`config.mk`:
```
export PLATFORM = sky130hd
export DESIGN_NAME = l2_command_sequencer
export DESIGN_NICKNAME = d
export VERILOG_FILES = /design/src/rtl/l2_command_sequencer.sv
export SDC_FILE = /design/constraint.sdc
export NUM_CORES = 1
export LEC_CHECK = 0
export ABC_CLOCK_PERIOD_IN_PS = 2350
export CORE_MARGIN = 8
export CORE_UTILIZATION = 28
export DETAILED_ROUTE_END_ITERATION = 10
export PLACE_DENSITY_LB_ADDON = 0.08
export REMOVE_ABC_BUFFERS = 1
export SKIP_CTS_REPAIR_TIMING = 1
export SKIP_LAST_GASP = 1
export SLEW_MARGIN = 20
export SYNTH_ARGS = -nofsm -noshare
export SYNTH_HDL_FRONTEND = slang
export SYNTH_SLANG_ARGS = --single-unit
export TNS_END_PERCENT = 5
```
`constraint.sdc`:
```
create_clock -name clk -period 2.35 [get_ports clk]
set_input_delay 0.3525 -clock clk [delete_from_list [all_inputs] [get_ports clk]]
set_output_delay 0.3525 -clock clk [all_outputs]
set_load 0.01 [all_outputs]
```
`src/rtl/l2_command_sequencer.sv`:
```
// l2_command_sequencer: trace-record front end for the L2 cache.
// Accepts {command, address} records over valid/ready and queues them in a
// 4-entry circular FIFO. Cache operations (codes 0-6) are issued one at a time
// over request/done. Code 8 pulses clearCache and code 9 pulses printRequest.
// Optional feature macro: L2_SEQ_STATS_EN adds saturating hit/miss statistics.
module l2_command_sequencer #(
  parameter int indexBits = 14,
  parameter int tagBits   = 12,
  parameter int depthBits = 2,
  parameter int countBits = 32
) (
  input  logic                         clk,
  input  logic                         reset,
  input  logic                         inValid,
  input  logic [3:0]                   inCommand,
  input  logic [tagBits+indexBits-1:0] inAddress,
  output logic                         inReady,
  output logic                         illegalCommand,
  output logic                         cacheRequest,
  output logic [3:0]                   cacheCommand,
  output logic [tagBits+indexBits-1:0] cacheAddress,
  input  logic                         cacheDone,
  input  logic                         cacheHit,
  output logic                         clearCache,
  output logic                         printRequest,
  output logic                         busy
`ifdef L2_SEQ_STATS_EN
  ,
  output logic [countBits-1:0]         readCount,
  output logic [countBits-1:0]         writeCount,
  output logic [countBits-1:0]         hitCount,
  output logic [countBits-1:0]         missCount,
  output logic [countBits-1:0]         snoopCount
`endif
);

  localparam int addr_w  = tagBits + indexBits;
  localparam int entry_w = 4 + addr_w;
  localparam int depth   = 1 << depthBits;
  localparam logic [depthBits:0] full_count = {1'b1, {depthBits{1'b0}}};

  typedef enum logic {
    st_idle,
    st_req
  } state_t;

  // FIFO storage and bookkeeping
  logic [entry_w-1:0]   fifo_mem [depth];
  logic [depthBits-1:0] wr_ptr_reg;
  logic [depthBits-1:0] rd_ptr_reg;
  logic [depthBits:0]   count_reg;

  // Sequencer state and registered outputs
  state_t              state_reg;
  logic                req_reg;
  logic [3:0]          cmd_reg;
  logic [addr_w-1:0]   addr_reg;
  logic                clear_reg;
  logic                print_reg;
  logic                illegal_reg;

  logic                full;
  logic                legal_cmd;
  logic                push;
  logic                pop;
  logic [entry_w-1:0]  head;
  logic [3:0]          head_cmd;
  logic [addr_w-1:0]   head_addr;

  // Only 0-6, 8 and 9 are meaningful; everything else is dropped at the door
  always_comb begin
    legal_cmd = 1'b0;
    if (inCommand <= 4'd6 || inCommand == 4'd8 || inCommand == 4'd9) begin
      legal_cmd = 1'b1;
    end
  end

  // Ready comes from the registered count, so a same-cycle pop never frees a slot early
  assign full      = (count_reg == full_count);
  assign inReady   = !full;
  assign push      = inValid && !full && legal_cmd;
  assign pop       = (state_reg == st_idle) && (count_reg != '0);
  assign head      = fifo_mem[rd_ptr_reg];
  assign head_cmd  = head[entry_w-1:addr_w];
  assign head_addr = head[addr_w-1:0];

  // FIFO payload write; storage needs no reset because the pointers define validity
  always_ff @(posedge clk) begin
    if (push) begin
      fifo_mem[wr_ptr_reg] <= {inCommand, inAddress};
    end
  end

  // Pointer and occupancy update; pointers wrap naturally modulo depth
  always_ff @(posedge clk or posedge reset) begin
    if (reset) begin
      wr_ptr_reg <= '0;
      rd_ptr_reg <= '0;
      count_reg  <= '0;
    end else begin
      if (push) wr_ptr_reg <= wr_ptr_reg + 1'b1;
      if (pop)  rd_ptr_reg <= rd_ptr_reg + 1'b1;
      case ({push, pop})
        2'b10:   count_reg <= count_reg + 1'b1;
        2'b01:   count_reg <= count_reg - 1'b1;
        default: count_reg <= count_reg;
      endcase
    end
  end

  // One-cycle flag for a rejected command code
  always_ff @(posedge clk or posedge reset) begin
    if (reset) begin
      illegal_reg <= 1'b0;
    end else begin
      illegal_reg <= inValid && !full && !legal_cmd;
    end
  end

  // Issue FSM: pops in IDLE, holds the request in REQ until the cache finishes
  always_ff @(posedge clk or posedge reset) begin
    if (reset) begin
      state_reg <= st_idle;
      req_reg   <= 1'b0;
      cmd_reg   <= '0;
      addr_reg  <= '0;
      clear_reg <= 1'b0;
      print_reg <= 1'b0;
    end else begin
      clear_reg <= 1'b0;
      print_reg <= 1'b0;
      case (state_reg)
        st_idle: begin
          if (pop) begin
            if (head_cmd <= 4'd6) begin
              cmd_reg   <= head_cmd;
              addr_reg  <= head_addr;
              req_reg   <= 1'b1;
              state_reg <= st_req;
            end else if (head_cmd == 4'd8) begin
              clear_reg <= 1'b1;
            end else if (head_cmd == 4'd9) begin
              print_reg <= 1'b1;
            end
          end
        end
        st_req: begin
          if (cacheDone) begin
            req_reg   <= 1'b0;
            state_reg <= st_idle;
          end
        end
        default: begin
          req_reg   <= 1'b0;
          state_reg <= st_idle;
        end
      endcase
    end
  end

  assign cacheRequest   = req_reg;
  assign cacheCommand   = cmd_reg;
  assign cacheAddress   = addr_reg;
  assign clearCache     = clear_reg;
  assign printRequest   = print_reg;
  assign illegalCommand = illegal_reg;
  assign busy           = (count_reg != '0) || (state_reg != st_idle);

`ifdef L2_SEQ_STATS_EN
  // Counter order: 0 read, 1 write, 2 hit, 3 miss, 4 snoop
  logic [4:0]           stat_inc;
  logic                 stat_clear;
  logic                 op_complete;
  logic [countBits-1:0] stat_cnt [5];

  assign op_complete = (state_reg == st_req) && cacheDone;
  assign stat_clear  = pop && (head_cmd == 4'd8);

  // Decode which counters step on the completion edge of the current operation
  always_comb begin
    stat_inc = '0;
    if (op_complete) begin
      case (cmd_reg)
        4'd0, 4'd2: begin
          stat_inc[0] = 1'b1;
          stat_inc[2] = cacheHit;
          stat_inc[3] = !cacheHit;
        end
        4'd1: begin
          stat_inc[1] = 1'b1;
          stat_inc[2] = cacheHit;
          stat_inc[3] = !cacheHit;
        end
        4'd3, 4'd4, 4'd5, 4'd6: stat_inc[4] = 1'b1;
        default: stat_inc = '0;
      endcase
    end
  end

  for (genvar gi = 0; gi < 5; gi++) begin : g_stat
    logic [countBits-1:0] cnt_reg;

    // Saturating counter, zeroed when a clear command is popped
    always_ff @(posedge clk or posedge reset) begin
      if (reset) begin
        cnt_reg <= '0;
      end else if (stat_clear) begin
        cnt_reg <= '0;
      end else if (stat_inc[gi] && (cnt_reg != '1)) begin
        cnt_reg <= cnt_reg + 1'b1;
      end
    end

    assign stat_cnt[gi] = cnt_reg;
  end

  assign readCount  = stat_cnt[0];
  assign writeCount = stat_cnt[1];
  assign hitCount   = stat_cnt[2];
  assign missCount  = stat_cnt[3];
  assign snoopCount = stat_cnt[4];
`else
  // Hit flag only matters to the statistics block
  logic unused_hit;
  assign unused_hit = cacheHit;
`endif

endmodule

```
; Word level (Yosys, flattened, before mapping)
; Memories as Yosys holds them, arrays and structs flattened.
; Cells that the tools add are included.
; W data, S select, Z words.
[word_totals]
mem_bits_rw = 120
elab_cells = 62
regBits = 42
mem_count = 1
input_bits = 35
output_inout_bits = 36
[memory_table]
columns = name, depth, word_bits, read_ports, rd_ports_with_merged_regs, write_ports, line
row1 = fifo_mem, 4, 30, 1, 0, 1, 48  ; logic [entry_w-1:0] fifo_mem [depth];
[classes]
order_cmp = 2
reduce_logical = 13
eq_ne = 10
muxes = 21
bitwise = 1
add_sub_neg = 4
[op_table]
columns = operator, count
row1 = $mux W1, 18
row2 = $eq A4 B4 Y1 const B, 4
row3 = $le A4 B3 Y1 const B, 2
row4 = $pmux W3 S2, 1
row5 = $reduce_and A3 Y1, 2
row6 = $add A2 B1 Y2 const B, 2
row7 = $logic_and A1 B1 Y1, 4
row8 = $ne A2 B2 Y1 const B, 2
row9 = $pmux W1 S2, 2
row10 = $add A3 B1 Y3 const B, 1
row11 = $eq A3 B3 Y1 const B, 1
row12 = $logic_or A1 B1 Y1, 3
row13 = $reduce_bool A3 Y1, 1
row14 = $sub A3 B1 Y3 const B, 1
row15 = $eq A2 B1 Y1 const B, 1
row16 = $eq A2 B2 Y1 const B, 1
row17 = $logic_not A1 Y1, 2
row18 = $ne A2 B1 Y1 const B, 1
row19 = $reduce_bool A2 Y1, 1
row20 = $not A1 Y1, 1

; Longest topological paths before layout
[depth]
ltp_word = 7
depth_mapped = 9
depth_no_buf = 9

; Worst setup path after synthesis
; OpenSTA, ideal clock, no wires.
[synth_timing]
path_kind = reg-to-reg
start = register count_reg[0]
end = register count_reg[2]
path_buffers = 0
path_stages_with_launch = 10
path_slack_ns = 0.108
arrival_time_ns = 2.163
setup_ns = 0.079
period_less_slack_ns = 2.242
path_cell_list = dfrtp_1 > or3b_2 > o2111a_1 > inv_1 > ha_1 > inv_1 > fa_1 > xor2_1 > nor2_1 > xor2_1
[synth_between]
elab_chain_len = 6
elab_cells_between_ends = 12
[synth_lines]
columns = element, line
row1 = start: declaration, 51  ; logic [depthBits:0] count_reg;
row2 = start signal: assignment, 104  ; 2'b10: count_reg <= count_reg + 1'b1;
row3 = start signal: assignment, 105  ; 2'b01: count_reg <= count_reg - 1'b1;
row4 = start signal: assignment, 106  ; default: count_reg <= count_reg;
row5 = $eq A3 B3 Y1 *, 79  ; assign full = (count_reg == full_count);
row6 = $logic_not A1 Y1 *, n/a
row7 = net inReady, 17  ; output logic inReady,
row8 = $logic_and A1 B1 Y1 * (2 in a row), 81  ; assign push = inValid && !full && legal_cmd;
row9 = $eq A2 B1 Y1 or $eq A2 B2 Y1 (tied branches), 103  ; case ({push, pop})
row10 = $pmux W3 S2 or $reduce_bool A2 Y1 (tied branches), n/a
; The timed path passes the listed nets; every way through them passes the cells marked *.
; A chain may end at the register's enable or synchronous reset.

; Worst setup path in the final report
[layout_timing]
start = register count_reg[2]
end = register count_reg[2]
[layout_between]
elab_chain_len = 6
elab_cells_between_ends = 12
[layout_lines]
columns = element, line
row1 = $eq A3 B3 Y1, 79
row2 = $logic_not A1 Y1, 81
row3 = $logic_and A1 B1 Y1 (2 in a row), 81
row4 = $eq A2 B1 Y1 or $eq A2 B2 Y1 (tied branches), 103
row5 = $pmux W3 S2 or $reduce_bool A2 Y1 (tied branches), n/a
; Several ways; a longest one is shown, not always the timed one.

==> results.yml <==
run_status:
  status: "complete, no violations"
logic_synthesis:
  yosysTopAreaCell: "edfxtp_1"
  synth.top_cell.area_share_pct: 53.9
  yosysMostFrequentCell: "edfxtp_1"
  synth_warnings: 0
  synth_cell_type_count: 41
  syn_avg_cell_area_um2: 17.0
  async_flop_share_pct: 25.9
  synthTopCellsByCount: "edfxtp_1 (120), dfrtp_1 (42), mux4_2 (30)"
  ys_seq_elements: 162
  syn_area_mm2: 0.00669
  ys.flop_type: "edfxtp_1"
  synth_edf_count: 120
  seq_area_frac_synth_pct: 69.6
  synth_area_leaders: "edfxtp_1 (54%), dfrtp_1 (16%), mux4_2 (10%), nand4b_1 (3.3%), o211ai_1 (2.9%)"
  syn_inst: 393
clock_tree:
  path_clk_slew_ns: 0.07
  clockBufferDepth: 2
  tritoncts: "done"
  cts_buffers: 17
  clock_sinks: 162
  clkLatencyLatePin_ns: 0.42
  cts_root_buf: "clkbuf_16"
  cts_max_level: 4
placed_design:
  place_ws_ns: -0.0913
  port_buffers: 69
  dp_cells: 778
  finalWeightedCongestion: 0.686
  dp_hpwl_um: 11000
die:
  core_mm2: 0.0235
  die_w_um: 171
  die_height_um: 171
  ios: 71
  core.rowCount: 56
  dieArea_mm2: 0.0291
  initial_core_util_pct: 28.5
hold_path:
  hold_class: "input port to async pin"
global_routing:
  grt_pass1_vias: 4381
  grt_util_all_layers_pct: 12.7
  gr-total-overflow: 0
  grt_pass1_wl_um: 27300
  antenna_found_initial: 0
  grt_max_degree: 34
detailed_routing:
  drt_iter0_drc: 279
  drtPass1Iterations: 4
  drc_errors: 0
  antenna_left: 0
  wl_um: 17600
  wl_met3_um: 836
  wire_per_inst_um: 21.7
  vias_per_cell: 4.96
  routed-wl-met2_um: 8890
  routed.top_layer: "met4"
  vias: 4020
  met1_length_um: 7650
timing:
  rsz0062_at_grt: "true"
  finalSetupViolCount: 0
  timing.fmax_mhz: 449
  period_needed_ns: 2.23
  final_hold_viol_count: 0
  period_share_pct: 94.8
  drv_slew: 0
  worstMarginPinSlew_ns: 0.498
  skew_ns: 0.0113
  whs_ns: 0.279
  slew_headroom_pct: 66.8
  worst_slack_ns: 0.122
critical_path:
  crit_type: "flip-flop to flip-flop"
  critPathLaunch: "count_reg[2]$_DFFE_PP0P_"
  rr_worst_depth: 9
  cp-start-kind: "flip-flop"
  crit_required_ns: 2.69
  timing.rr.start: "count_reg[2]$_DFFE_PP0P_"
  path_max_fanout: 4
  end_kind: "flip-flop"
  arrival_ns: 2.57
power_and_ir_drop:
  power.density_mw_per_mm2: 1320
  p_leak_nw: 2.92
  peakVddDrop_mv: 0.623
  totalPowerFinal_w: 0.0114
finish:
  drive_gt1_share_pct: 20.8
  finalNonFillerCells: 810
  nets: 519
  regMostFlops: "fifo_mem"
  n_fill_cell: 2247
  antenna_cells: 0
  largest_reg_flops: 120
  area_delta_synth_final_pct: 29.0
  fin_util_pct: 36.8
run:
  cap_violations: 0
==> logic make-up after synthesis <==
kind of cell / share of synthesized area [%]
AO/OA/AOI/OAI: 6.92
AND/OR/NAND/NOR: 8.00
flip-flops: 69.6
buffers and inverters: 3.09
adder cells (fa/ha/maj): 1.23
multiplexers: 10.4
XOR/XNOR: 0.785
==> through the flow <==
step | setup TNS [ns] | instance area [um^2]
final | 0 | 8630
after global routing | -0.0298 | 8630
after CTS | -0.0124 | 8630
after detailed placement | -0.0913 | 8010
after global placement | -0.0652 | 8010
after floorplan | -28.62 | 6530
==> critical path: stages (launching register included) <==
cell	delay, ns
dfrtp_1	0.44
or3b_2	0.51
o2111a_1	0.17
inv_1	0.06
ha_1	0.15
inv_1	0.06
fa_1	0.37
xor2_1	0.15
nor2_1	0.11
xor2_1	0.15
==> cell type report <==
type	instances	area [um^2]	share of cell area [%]
Inverter	11	41.3	0.478
Sequential cell	162	4660	53.9
Multi-Input combinational cell	182	1840	21.3
Tap cell	319	399	4.62
Clock buffer	18	429	4.97
Clock inverter	14	186	2.16
Timing Repair Buffer	104	1080	12.5
==> placed cells by master (no fill, tap or decap), types with 10 or more instances in the layout <==
| master | n |
|---|---|
| edfxtp_1 | 120 |
| clkdlybuf4s50_1 | 69 |
| dfrtp_1 | 41 |
| mux4_2 | 30 |
| nand4_1 | 26 |
| o31ai_1 | 26 |
| o211ai_1 | 26 |
| nand4b_1 | 25 |
| buf_4 | 25 |
| clkbuf_16 | 17 |
| buf_12 | 10 |
==> report_power, final <==
group / switching [W] / internal, W
Sequential: 0.000390 / 0.00371
Clock: 0.00113 / 0.00178
Combinational: 0.00239 / 0.00205
Total: 0.00390 / 0.00753
==> layer usage <==
layer / up-vias / global-route usage, %
met5: - / 0
met4: 0 / 3.28
met3: 12 / 3.64
met2: 97 / 21.1
met1: 2120 / 16.2
li1: 1791 / -
==> worst paths after layout <==
check	endpoint	slack [ns]
setup / recovery	count_reg[2]$_DFFE_PP0P_	0.12
hold / removal	printRequest$_DFF_PP0_	0.28
setup reg to reg	count_reg[2]$_DFFE_PP0P_	0.12
hold reg to reg	cacheRequest$_DFFE_PP0P_	0.49
max in group asynchronous	rd_ptr_reg[1]$_DFFE_PP0P_	1.54
min in group clk	cacheRequest$_DFFE_PP0P_	0.49
No activity file was read; power rests on OpenSTA's default activity.
